<file path="src/rtl/rx_cmd_seq.sv">
// Frame-paced register command sequencer feeding the remote-IO host serializer.
// One read/write is in flight at a time. Sample-delay config writes bypass frame pacing.
`timescale 1ns/1ps
module rx_cmd_seq #(
    parameter int FRAME_CYCLES   = 512,
    parameter int TIMEOUT_CYCLES = 1100,
    parameter int CNT_W          = 11
) (
    input  logic        clock,
    input  logic        reset_n,
    input  logic        req_valid,
    output logic        req_ready,
    input  logic        req_read,
    input  logic [3:0]  req_addr,
    input  logic [15:0] req_wdata,
    input  logic        cfg_valid,
    input  logic [2:0]  cfg_delay,
    output logic        wvalid,
    output logic [20:0] wdata,
    output logic        addr,
    input  logic        rvalid,
    input  logic [63:0] rdata,
    output logic        resp_valid,
    output logic [15:0] resp_data,
    output logic        resp_timeout
);

    typedef enum logic [2:0] {IDLE, ISSUE, WAIT_WR, WAIT_RD, RESP} state_t;

    localparam logic [CNT_W-1:0] FRAME_LAST   = CNT_W'(FRAME_CYCLES - 1);
    localparam logic [CNT_W-1:0] TIMEOUT_LAST = CNT_W'(TIMEOUT_CYCLES - 1);

    state_t           state;
    state_t           next_state;
    logic [CNT_W-1:0] count;
    logic [CNT_W-1:0] count_d;
    logic             cmd_read;
    logic             cfg_pending;
    logic             cfg_pending_d;
    logic [2:0]       cfg_latched;
    logic [2:0]       cfg_latched_d;
    logic             accept;

    logic             wvalid_d;
    logic [20:0]      wdata_d;
    logic             addr_d;
    logic             resp_valid_d;
    logic [15:0]      resp_data_d;
    logic             resp_timeout_d;

    logic             unused_rdata_hi;
    assign unused_rdata_hi = ^rdata[63:16];

    // A pending or arriving config write always wins the serializer slot over a request.
    assign req_ready = reset_n && (state == IDLE) && !cfg_pending && !cfg_valid;
    assign accept    = req_valid && req_ready;

    always_ff @(posedge clock or negedge reset_n) begin
        if (!reset_n) begin
            state <= IDLE;
        end else begin
            state <= next_state;
        end
    end

    always_comb begin
        next_state = state;
        case (state)
            IDLE:    if (accept) next_state = ISSUE;
            ISSUE:   next_state = cmd_read ? WAIT_RD : WAIT_WR;
            WAIT_WR: if (count == FRAME_LAST) next_state = RESP;
            WAIT_RD: if (rvalid || (count == TIMEOUT_LAST)) next_state = RESP;
            RESP:    next_state = IDLE;
            default: next_state = IDLE;
        endcase
    end

    // Counter runs from 0 in the issue cycle, so it measures clocks since the command went out.
    always_comb begin
        count_d = '0;
        if (!accept && ((state == ISSUE) || (state == WAIT_WR) || (state == WAIT_RD))) begin
            count_d = count + CNT_W'(1);
        end
    end

    always_comb begin
        cfg_pending_d = cfg_pending;
        cfg_latched_d = cfg_latched;
        if ((state == IDLE) && cfg_pending) begin
            cfg_pending_d = 1'b0;
        end
        if (cfg_valid) begin
            cfg_pending_d = 1'b1;
            cfg_latched_d = cfg_delay;
        end
    end

    // Outputs are computed from next-cycle values so the registered strobe lines up with its state.
    always_comb begin
        wvalid_d       = 1'b0;
        wdata_d        = '0;
        addr_d         = 1'b0;
        resp_valid_d   = 1'b0;
        resp_data_d    = '0;
        resp_timeout_d = 1'b0;
        if (accept) begin
            wvalid_d = 1'b1;
            wdata_d  = {req_read, req_addr, req_wdata};
        end else if ((next_state == IDLE) && cfg_pending_d) begin
            wvalid_d = 1'b1;
            addr_d   = 1'b1;
            wdata_d  = {18'b0, cfg_latched_d};
        end
        if ((state == WAIT_WR) && (next_state == RESP)) begin
            resp_valid_d = 1'b1;
        end
        if ((state == WAIT_RD) && (next_state == RESP)) begin
            resp_valid_d = 1'b1;
            if (rvalid) begin
                resp_data_d = rdata[15:0];
            end else begin
                resp_timeout_d = 1'b1;
            end
        end
    end

    always_ff @(posedge clock or negedge reset_n) begin
        if (!reset_n) begin
            count        <= '0;
            cmd_read     <= 1'b0;
            cfg_pending  <= 1'b0;
            cfg_latched  <= '0;
            wvalid       <= 1'b0;
            wdata        <= '0;
            addr         <= 1'b0;
            resp_valid   <= 1'b0;
            resp_data    <= '0;
            resp_timeout <= 1'b0;
        end else begin
            count        <= count_d;
            if (accept) begin
                cmd_read <= req_read;
            end
            cfg_pending  <= cfg_pending_d;
            cfg_latched  <= cfg_latched_d;
            wvalid       <= wvalid_d;
            wdata        <= wdata_d;
            addr         <= addr_d;
            resp_valid   <= resp_valid_d;
            resp_data    <= resp_data_d;
            resp_timeout <= resp_timeout_d;
        end
    end

endmodule

</file>
<file path="config.mk">
export PLATFORM = sky130hd
export DESIGN_NAME = rx_cmd_seq
export DESIGN_NICKNAME = d
export VERILOG_FILES = /design/src/rtl/rx_cmd_seq.sv
export SDC_FILE = /design/constraint.sdc
export NUM_CORES = 1
export LEC_CHECK = 0
export CORE_ASPECT_RATIO = 1.4
export CORE_UTILIZATION = 40
export DETAILED_ROUTE_END_ITERATION = 7
export PLACE_DENSITY = 0.88
export SLEW_MARGIN = 20
export SYNTH_ARGS = -nofsm -noshare
export SYNTH_HDL_FRONTEND = slang
export SYNTH_SLANG_ARGS = --single-unit
</file>
<file path="constraint.sdc">
create_clock -name clock -period 2.6 [get_ports clock]
set_input_delay 0.26 -clock clock [delete_from_list [all_inputs] [get_ports clock]]
set_output_delay 0.26 -clock clock [all_outputs]
set_load 0.02 [all_outputs]
</file>
==> impl_metrics.toml <==
[timing]
finalClockSkew_ns = 0.006413
layout_min_cycle_time_ns = 2.294
worstMarginPinSlew_ns = 0.5016
setup_viol = 0
setup-tns-final_ns = 0
achievable_freq_mhz = 436.0
report.final.hold_viol_count = 0
finalMaxSlewViolations = 0
rsz_0062_raised_after_global_routing = "no"
layout_worst_path_cycle_share_pct = 88.22
slew-limit-headroom_pct = 66.56

[pwr]
fin_total_pwr_mw = 2.342
p_leak_nw = 1.545
p_per_area_mw_per_mm2 = 692.3
vdd_ir_drop_max_mv = 0.3294

[critical_path]
startpoint_type = "primary input"
cp_max_fo = 21
critical_path.cell_chain = "dlygate4sd3_1 -> buf_2 -> and3_1 -> clkdlybuf4s50_1"
rr_endpoint = "state[1]"
worstSetupEndpoint = "req_ready"
worstPathArrival_ns = 2.03
end_kind = "primary output"
crit_start = "reset_n"
reg2regPathDepth = 4
setup.worst_path.class = "primary input to primary output"
reg2reg_setup_slack_ns = 0.80
critical-path-slowest-cell = "sky130_fd_sc_hd__clkdlybuf4s50_1"
max_stage_delay_ns = 0.60
crit-reg2reg-launch = "count[0]"
worst-endpoint-required_ns = 2.34

[placed_design]
final_estimated_routing_congestion_in_global_placement = 0.7897
dp.final_hpwl_um = 3458
placement.io_buffers = 86

[yosys]
synth_sequential_area_ratio_pct = 66.85
share_of_yosys_cell_area_claimed_by_the_top_area_cell_type_pct = 66.85
number_of_synthesized_flops_with_an_enable_pin = 0
syn_nets = 268
ys.warnings.count = 0
ys_ff_latch = 60
post_synth_inst_count = 174
postSynthAreaPerCell_um2 = 12.91
synth_ff_type = "sky130_fd_sc_hd__dfrtp_1"
fraction_of_synthesis_flops_using_an_asynchronous_set_or_reset_pin_pct = 100.0
post_synth_instance_area_mm2 = 0.002246
synthTopCellsByArea = "sky130_fd_sc_hd__dfrtp_1 (67%), sky130_fd_sc_hd__and2_1 (5.6%), sky130_fd_sc_hd__and3_1 (4.7%)"
yosysTopAreaCell = "sky130_fd_sc_hd__dfrtp_1"
synthDistinctLibCells = 39

[global_route]
residual_overflow_from_global_routing = 0
global_route_wire_length_before_repair_um = 7976
initial_antenna_violation_count = 0
grt_max_degree = 43
track_usage_pct = 18.18
number_of_global_route_vias_before_repair = 1761

[clock_tree]
clk-insertion-delay-late_ns = 0.33
cts_setup_buffers = 0
clk_root_buffer_cell = "sky130_fd_sc_hd__clkbuf_8"
cts_sinks = 60
tritoncts = "built"
numCtsBuffers = 9
htreeDepth = 3
clkTransAtPathRegs_ns = 0.06
cts_buffer_depth = 2

[finish]
fillerInstances = 414
drive_gt1_share_pct = 11.76
antenna_cells = 0
design.final.nets = 362
synthToLayoutAreaGrowth_pct = 50.64

[floorplanning]
effective_utilization_at_floorplan_pct = 42.58
chipWidth_um = 65.33
num_rows = 31
area_of_the_die_mm2 = 0.005923
fp.dieH_um = 90.66
core_area_mm2 = 0.005275
ioPinCount = 135

[run_status]
run_status = "completed"

[detailed_routing]
drtPass1Iterations = 4
wl_per_cell_um = 14.68
antenna_violating_nets_post_route = 0
detail_route.wirelength_um = 4961
detailroute.via_count = 1713
number_of_design_rule_violations_left_by_the_first_detailed_router_iteration = 74
drc = 0
post_drt_via_cell_ratio = 5.068

[min_path]
worst_min_path_class = "primary input to asynchronous set/reset pin"

[job]
max_cap_viol_count = 0
## worst min path at each step
stage / cells past startpoint / from / to
after floorplan: 0 / reset_n / addr
after global placement: 1 / reset_n / state[0]
after detailed placement: 1 / reset_n / count[1]
after CTS: 2 / reset_n / count[1]
after global routing: 2 / reset_n / count[0]
final: 2 / reset_n / count[1]
## cell type report
class | count | area [µm²] | share of cell area, %
clock buffer | 10 | 137.6 | 4.068
clock inverter | 5 | 52.55 | 1.553
inverter | 3 | 11.26 | 0.3328
multi-input combinational | 103 | 701.9 | 20.75
sequential | 60 | 1501 | 44.38
tap | 66 | 82.58 | 2.441
timing repair buffer | 91 | 895.9 | 26.48
## synth_stat cells, types with 2 or more instances
| master | number |
|---|---|
| sky130_fd_sc_hd__o21ai_0 | 4 |
| sky130_fd_sc_hd__mux2_2 | 4 |
| sky130_fd_sc_hd__nand3_1 | 3 |
| sky130_fd_sc_hd__or3_1 | 2 |
| sky130_fd_sc_hd__and3_1 | 17 |
| sky130_fd_sc_hd__a32o_1 | 3 |
| sky130_fd_sc_hd__dfrtp_1 | 60 |
| sky130_fd_sc_hd__a221o_1 | 2 |
| sky130_fd_sc_hd__nor3b_1 | 2 |
| sky130_fd_sc_hd__a21oi_1 | 6 |
| sky130_fd_sc_hd__nor3_1 | 2 |
| sky130_fd_sc_hd__inv_1 | 3 |
| sky130_fd_sc_hd__xnor2_1 | 2 |
| sky130_fd_sc_hd__o31ai_1 | 3 |
| sky130_fd_sc_hd__and2_1 | 20 |
| sky130_fd_sc_hd__or4_2 | 2 |
| sky130_fd_sc_hd__o22ai_1 | 2 |
| sky130_fd_sc_hd__nand2_1 | 3 |
| sky130_fd_sc_hd__nor2_1 | 8 |
| sky130_fd_sc_hd__clkbuf_1 | 7 |
## kinds of logic after synthesis
logic type / count (synthesis) / synth area share (%)
AO/OA/AOI/OAI: 23 / 7.131
XOR/XNOR: 3 / 1.170
adder cells (fa/ha/maj): 1 / 0.5570
buffers and inverters: 11 / 1.894
flip-flops: 60 / 66.85
multiplexers: 4 / 2.005
AND/OR/NAND/NOR: 72 / 20.39
## registers in the layout (all words and copies together) (netlist names)
signal        cells
wdata            21
resp_valid        1
resp_data        16
cfg_latched       3
cfg_pending       1
cmd_read          1
addr              1
resp_timeout      1
wvalid            1
state             3
count            11
## routing by layer
layer  GRT usage, %  part of all wire (%)  vias to the layer above  wire [µm]
met5              0                     0                        -          0
met4          8.333                   1.4                        0         67
met3          7.323                   7.5                        8        373
met2          30.93                    53                       81       2623
met1          19.08                    38                      822       1897
li1               -                     -                      802          -
## stage by stage
stage	hold WS (ns)	util [%]	cell area, µm²	std cells	worst slack (ns)
floorplan	-0.03559	-	2246	174	0.9118
global placement	0.2269	60.34	3183	322	0.6385
detailed placement	0.2310	60.34	3183	322	0.6303
CTS	0.4244	64.14	3383	338	0.2818
global route	0.4645	64.14	3383	338	0.2007
finish	0.4391	64.14	3383	338	0.3064
## timing repair
action / CTS / global route
hold buffers: 1 / 0
resized for setup: 0 / 0
hold endpoints to repair: 18 / 0
## power by group
group	total, mW	leakage (nW)	switching, mW	internal, mW
clock network	0.793	0.0979	0.336	0.458
logic	0.464	0.631	0.224	0.241
registers	1.08	0.816	0.0643	1.02
total	2.34	1.54	0.624	1.72
## worst max-delay path: cells and delay by family
family | cells | cell delay (ns)
and+or+nand+nor | 1 | 0.24
buffers and inverters | 3 | 1.53
## placed cells by master, fill, tap and decap left out, drive strengths merged, types with 2 or more instances in the layout
cell           Yosys  routed
mux2               4       4
clkbuf             7      10
nor3b              2       2
o21ai              4       4
or3                3       3
nand2              3       3
dfrtp             60      60
a221o              2       2
clkinv             0       3
clkdlybuf4s50      0      85
and3              17      17
nor3               2       2
o31ai              3       3
buf                1       5
or4                3       3
xnor2              2       2
inv                3       3
a21oi              6       6
nand3              4       4
nor2               8       8
o22ai              2       2
a32o               3       3
and2              20      20
Note: power is estimated with default switching activity, not from simulation.
